**config.mk**
```make
export PLATFORM = sky130hd
export DESIGN_NAME = cpc_rom_loader
export DESIGN_NICKNAME = d
export VERILOG_FILES = /design/src/rtl/cpc_rom_loader.sv
export SDC_FILE = /design/constraint.sdc
export NUM_CORES = 1
export LEC_CHECK = 0
export BUFFER_PORTS_ARGS = -buffer_cell sky130_fd_sc_hd__buf_2
export CAP_MARGIN = 5
export CORE_MARGIN = 3
export CORE_UTILIZATION = 50
export CTS_CLUSTER_SIZE = 40
export DETAILED_ROUTE_END_ITERATION = 7
export PLACE_DENSITY_LB_ADDON = 0.05
export SLEW_MARGIN = 20
export SYNTH_ARGS = -nofsm -noshare
export SYNTH_HDL_FRONTEND = slang
export SYNTH_SLANG_ARGS = --single-unit
```
**constraint.sdc**
```tcl
create_clock -name clk -period 3.1 [get_ports clk]
set_input_delay 0.62 -clock clk [delete_from_list [all_inputs] [get_ports clk]]
set_output_delay 0.62 -clock clk [all_outputs]
set_load 0.05 [all_outputs]
```
**src/rtl/cpc_rom_loader.sv**
```systemverilog
// cpc_rom_loader
// Boot-time SRAM sequencer for the CPC core. Pulls ROM images from the control
// module as 32-bit words over a four-phase req/ack handshake and writes them
// byte by byte (MSB first) into the external SRAM. The CPC is held in reset and
// the SRAM port belongs to the loader until the last byte is written; after that
// the CPC memory path is passed straight through to the SRAM pins.
//
// Ports:
//   clk, reset            system clock, asynchronous active-high reset
//   host_reset            synchronous restart request (reload from scratch)
//   host_bootdata[31:0]   boot word, byte [31:24] written first
//   host_bootdata_ack     host has placed a valid word
//   host_bootdata_req     loader ready for a word (registered)
//   host_rom_initialised  loading complete, SRAM owned by the CPC
//   cpc_reset_n           CPC reset release, equals host_rom_initialised
//   cpu_addr/dout/we_n    CPC-side SRAM access, ignored while loading
//   sram_addr/dout        SRAM address and write data pins
//   sram_dout_en          drive enable for the SRAM data tristate
//   sram_we_n             SRAM write enable, active-low
`timescale 1ns/1ps

module cpc_rom_loader #(
    parameter int unsigned       ROM_BYTES = 49152,
    parameter int unsigned       ADDR_W    = 21,
    parameter logic [ADDR_W-1:0] BASE_ADDR = '0
) (
    input  logic              clk,
    input  logic              reset,
    input  logic              host_reset,
    input  logic [31:0]       host_bootdata,
    input  logic              host_bootdata_ack,
    output logic              host_bootdata_req,
    output logic              host_rom_initialised,
    output logic              cpc_reset_n,
    input  logic [ADDR_W-1:0] cpu_addr,
    input  logic [7:0]        cpu_dout,
    input  logic              cpu_we_n,
    output logic [ADDR_W-1:0] sram_addr,
    output logic [7:0]        sram_dout,
    output logic              sram_dout_en,
    output logic              sram_we_n
);

    // One extra bit so a count equal to 2^ADDR_W is representable.
    localparam int unsigned       CNT_W    = ADDR_W + 1;
    localparam logic [CNT_W-1:0]  LAST_CNT = CNT_W'(ROM_BYTES - 1);

    typedef enum logic [2:0] {
        StReq,
        StSetup,
        StWe,
        StHold,
        StWaitAck,
        StDone
    } state_e;

    state_e             r_state;
    logic [CNT_W-1:0]   r_count;
    logic [1:0]         r_idx;
    logic [31:0]        r_word;
    logic               r_req;
    logic               r_rom_init;
    logic               r_we_n;
    logic               r_dout_en;
    logic [ADDR_W-1:0]  r_addr;
    logic [7:0]         r_dout;

    logic [CNT_W-1:0]   w_count_inc;
    logic [1:0]         w_idx_inc;

    assign w_count_inc = r_count + CNT_W'(1);
    assign w_idx_inc   = r_idx + 2'd1;

    function automatic logic [7:0] byte_sel(input logic [31:0] word, input logic [1:0] idx);
        logic [7:0] b;
        b = word[31:24];
        case (idx)
            2'd1:    b = word[23:16];
            2'd2:    b = word[15:8];
            2'd3:    b = word[7:0];
            default: b = word[31:24];
        endcase
        return b;
    endfunction

    // Address and data are loaded on the edge entering SETUP, so they are
    // stable for the whole SETUP/WE/HOLD triplet around the 1-cycle we_n pulse.
    always_ff @(posedge clk or posedge reset) begin
        if (reset) begin
            r_state    <= StReq;
            r_count    <= '0;
            r_idx      <= '0;
            r_word     <= '0;
            r_req      <= 1'b0;
            r_rom_init <= 1'b0;
            r_we_n     <= 1'b1;
            r_dout_en  <= 1'b0;
            r_addr     <= BASE_ADDR;
            r_dout     <= '0;
        end else if (host_reset) begin
            // REQ state implies req high, so it is asserted right away.
            r_state    <= StReq;
            r_count    <= '0;
            r_idx      <= '0;
            r_req      <= 1'b1;
            r_rom_init <= 1'b0;
            r_we_n     <= 1'b1;
            r_dout_en  <= 1'b0;
            r_addr     <= BASE_ADDR;
            r_dout     <= '0;
        end else begin
            case (r_state)
                StReq: begin
                    if (host_bootdata_ack) begin
                        r_word    <= host_bootdata;
                        r_idx     <= 2'd0;
                        r_req     <= 1'b0;
                        r_addr    <= BASE_ADDR + r_count[ADDR_W-1:0];
                        r_dout    <= host_bootdata[31:24];
                        r_dout_en <= 1'b1;
                        r_we_n    <= 1'b1;
                        r_state   <= StSetup;
                    end else begin
                        r_req <= 1'b1;
                    end
                end
                StSetup: begin
                    r_we_n  <= 1'b0;
                    r_state <= StWe;
                end
                StWe: begin
                    r_we_n  <= 1'b1;
                    r_state <= StHold;
                end
                StHold: begin
                    r_count <= w_count_inc;
                    if (r_count == LAST_CNT) begin
                        // Remaining bytes of a partial last word are dropped.
                        r_dout_en  <= 1'b0;
                        r_rom_init <= 1'b1;
                        r_state    <= StDone;
                    end else if (r_idx == 2'd3) begin
                        r_dout_en <= 1'b0;
                        r_state   <= StWaitAck;
                    end else begin
                        r_idx   <= w_idx_inc;
                        r_addr  <= BASE_ADDR + w_count_inc[ADDR_W-1:0];
                        r_dout  <= byte_sel(r_word, w_idx_inc);
                        r_state <= StSetup;
                    end
                end
                StWaitAck: begin
                    if (!host_bootdata_ack) begin
                        r_req   <= 1'b1;
                        r_state <= StReq;
                    end
                end
                StDone: begin
                    // Terminal; ack is deliberately ignored here.
                    r_req <= 1'b0;
                end
                default: begin
                    r_state <= StReq;
                end
            endcase
        end
    end

    assign host_bootdata_req    = r_req;
    assign host_rom_initialised = r_rom_init;
    assign cpc_reset_n          = r_rom_init;

    // Port ownership follows the registered rom_initialised flag.
    always_comb begin
        sram_addr    = r_addr;
        sram_dout    = r_dout;
        sram_we_n    = r_we_n;
        sram_dout_en = r_dout_en;
        if (r_rom_init) begin
            sram_addr    = cpu_addr;
            sram_dout    = cpu_dout;
            sram_we_n    = cpu_we_n;
            sram_dout_en = ~cpu_we_n;
        end
    end

endmodule
```
==> flow_metrics.py <==
metrics = {
    "floorplan": {
        "num_rows": 34,
        "coreArea_um2": 8930,
        "dieArea_um2": 10600,
        "fp.dieH_um": 103,
        "initial_core_util_pct": 52.8,
        "die_w_um": 103,
        "ios": 100,
    },
    "global_routing": {
        "grtUsageTotal_pct": 19.3,
        "first_global_vias": 3281,
        "grt_max_degree": 51,
        "grt_pass1_wl_mm": 16.1,
        "overflow": 0,
        "antenna_found_initial": 0,
    },
    "worst_setup_path": {
        "rrSetupSlack_ps": 760,
        "cp_max_fo": 32,
        "r2r_start": "r_count[0]",
        "reg2reg_depth": 7,
        "worstSetupPathType": "flip-flop to output port",
        "path_buf_inv": 2,
        "cp-start-kind": "flip-flop",
        "path_cells": "buf_4 -> mux2_2 -> buf_2",
        "crit_arrival_ps": 1730,
        "end_kind": "output port",
        "r2r_end": "r_addr[3]",
        "cp_data_required_time_ps": 2480,
        "cp_top_family": "buffers and inverters",
        "crit_slowest_cell": "mux2_2",
        "max_stage_delay_ps": 390,
    },
    "power": {
        "internal-power_mw": 1.98,
        "combPwrFrac_pct": 18.2,
        "power_frac_clock_pct": 29.9,
        "cellPowerDensity_nw_per_um2": 498,
        "p_leak_nw": 2.68,
        "p_switching_uw": 766,
        "total_power_mw": 2.74,
        "netSwitchingFraction_pct": 27.9,
        "irDropWorstVdd_mv": 0.299,
        "pwr-share-seq_pct": 51.9,
    },
    "layout": {
        "final_core_util_pct": 61.6,
        "area_growth_pct": 16.8,
        "drive_above_1_share_pct": 42.9,
        "stdcell_count": 612,
        "final_nets": 571,
        "diodes": 0,
    },
    "routing": {
        "drt-total-wl_mm": 9.71,
        "drt_iter0_markers": 185,
        "vias": 3313,
        "drtAntennaViolNets": 0,
        "drc": 0,
        "viasPerCell": 5.41,
        "wl_per_cell_um": 15.9,
        "drtPass1Iterations": 5,
    },
    "min_path": {
        "min_path_type": "input pin to asynchronous set/reset pin",
    },
    "timing": {
        "report.final.slew_viol_count": 0,
        "grt_setup_unrepaired": "false",
        "setup-violations-final": 0,
        "clock_skew_ps": 16.2,
        "slew-limit-headroom_pct": 66.3,
        "finalCritPeriodShare_pct": 75.8,
        "final_hold_viol_count": 0,
        "post-route-min-period_ps": 2350,
        "fmax_mhz": 426,
        "timing.hold.ws_ps": 232,
        "tns_ps": 0,
        "tightest_slew_ps": 506,
    },
    "clock_tree": {
        "ctsHoldBuffers": 0,
        "path_clk_slew_ps": 90,
        "cts_resized": 0,
        "cts.sinks": 92,
        "cts_tree": "built",
        "ctsRootBufferMaster": "clkbuf_8",
        "cts_inserted_buffers": 9,
        "cts_buffer_depth": 2,
        "post_cts_buffers": 0,
        "htree_num_levels": 3,
        "clock_latency_ps": 360,
    },
    "synthesis": {
        "postSynthAreaPerCell_um2": 11.6,
        "syn_inst": 405,
        "seq_area_frac_synth_pct": 48.9,
        "synth_cell_type_count": 44,
        "synth_area_um2": 4710,
        "yosys_warnings": 0,
        "ys_ff_latch": 92,
        "yosysTopAreaCell": "dfrtp_1",
        "yosysTopAreaCellShare_pct": 48.3,
        "synth_nets": 477,
        "ys_top_cells_by_area": "dfrtp_1, mux2_2, mux2_4, nor2_1, xnor2_1",
    },
    "placement": {
        "place.gp.congestion": 0.809,
        "dp_hpwl_mm": 6.96,
        "dpl.cell_count": 596,
        "io_buffer_count": 99,
    },
    "status": {
        "status": "complete, no violations",
    },
    "job": {
        "maxCapViolCount": 0,
    },
}
-- how the worst max path moves through the flow --
| stage | start | end | slack, ps | depth (start not counted) |
|---|---|---|---|---|
| after global routing | r_count[0] | r_addr[3] | 610 | 7 |
| after floorplan | reset | cpc_reset_n | 90 | 1 |
| after CTS | cpc_reset_n | sram_dout[4] | 720 | 3 |
| after global placement | r_count[0] | r_dout[1] | 870 | 7 |
| final | cpc_reset_n | sram_dout[4] | 750 | 3 |
| after detailed placement | r_count[0] | r_addr[1] | 790 | 7 |
-- power by group through the flow --
stage	Clock [mW]	Sequential (mW)	Combinational [mW]
floorplan	0	1.42	0.387
global placement	0	1.44	0.493
detailed placement	0	1.44	0.506
CTS	0.843	1.42	0.506
global route	0.902	1.44	0.552
finish	0.821	1.42	0.498
-- placed cells by master (no fill, tap or decap), drive strengths merged, types with 2 or more instances in the layout --
cell type / netlist / layout
a222oi: 8 / 8
nor3: 11 / 11
nor4: 7 / 7
a22o: 3 / 3
xnor2: 11 / 11
buf: 16 / 107
ha: 6 / 6
nor2: 42 / 42
a21oi: 13 / 13
a22oi: 7 / 7
clkbuf: 8 / 11
inv: 16 / 16
mux2: 85 / 85
nand3b: 2 / 2
o21ai: 10 / 10
nand4: 10 / 10
xor2: 10 / 10
dfrtp: 91 / 91
o2bb2ai: 6 / 6
clkinv: 0 / 3
nand2b: 8 / 8
nand2: 14 / 14
nand3: 8 / 8
-- registers in the layout, indices dropped and copies added, names as in the netlist --
signal / flops
r_word: 32
r_count: 22
r_addr: 21
r_dout: 8
r_state: 3
r_idx: 2
cpc_reset_n: 1
host_bootdata_req: 1
r_dout_en: 1
r_we_n: 1
-- cell families after synthesis --
group / Yosys count / share of synthesized area [%]
mux: 86 / 22.1
compound gates: 51 / 7.57
fa+ha+maj: 6 / 1.59
simple gates: 109 / 12.3
xor+xnor: 21 / 3.90
buf+inv: 40 / 3.69
flops: 92 / 48.9
-- worst reg2reg max path, cell delays in order (launching register included) --
cell and delay [ps]:
dfrtp_1 440, ha_1 270, nand4_4 150, or3_4 380
nor4_4 340, nor2_2 60, buf_4 250, mux2_4 350
-- metal layers --
metal	vias to the layer above	GRT usage (%)	wire, um
li1	1632	-	-
met1	1588	29.3	4890
met2	82	28.7	4270
met3	11	2.84	437
met4	0	5.98	117
met5	-	0	0
-- stage by stage --
stage               cell area (um2)  worst slack [ps]
detailed placement             5300               790
CTS                            5510               724
global route                   5510               607
floorplan                      4710              89.7
finish                         5510               751
global placement               5300               871
-- cell usage after synthesis, drive strengths merged --
library cell / n
dfrtp: 91
mux2: 85
nor2: 42
buf: 16
inv: 16
nand2: 14
a21oi: 13
nor3: 11
xnor2: 11
nand4: 10
o21ai: 10
xor2: 10
a222oi: 8
clkbuf: 8
nand2b: 8
nand3: 8
a22oi: 7
nor4: 7
ha: 6
o2bb2ai: 6
a22o: 3
nand3b: 2
and3b: 1
dfstp: 1
mux2i: 1
nand4b: 1
nor2b: 1
nor4b: 1
o211ai: 1
o22ai: 1
o31ai: 1
o41ai: 1
or2: 1
or3: 1
or4: 1
-- final cells by class --
| type | count | area [um2] |
|---|---|---|
| fillers | 757 | 3430 |
| flip-flops and latches | 92 | 2300 |
| multi-input cells | 273 | 2240 |
| repair buffers | 107 | 568 |
| clock buffers | 11 | 141 |
| well taps | 108 | 135 |
| inverters | 16 | 61.3 |
| clock inverters | 5 | 60.1 |
Note: power is estimated with default switching activity, not from simulation.
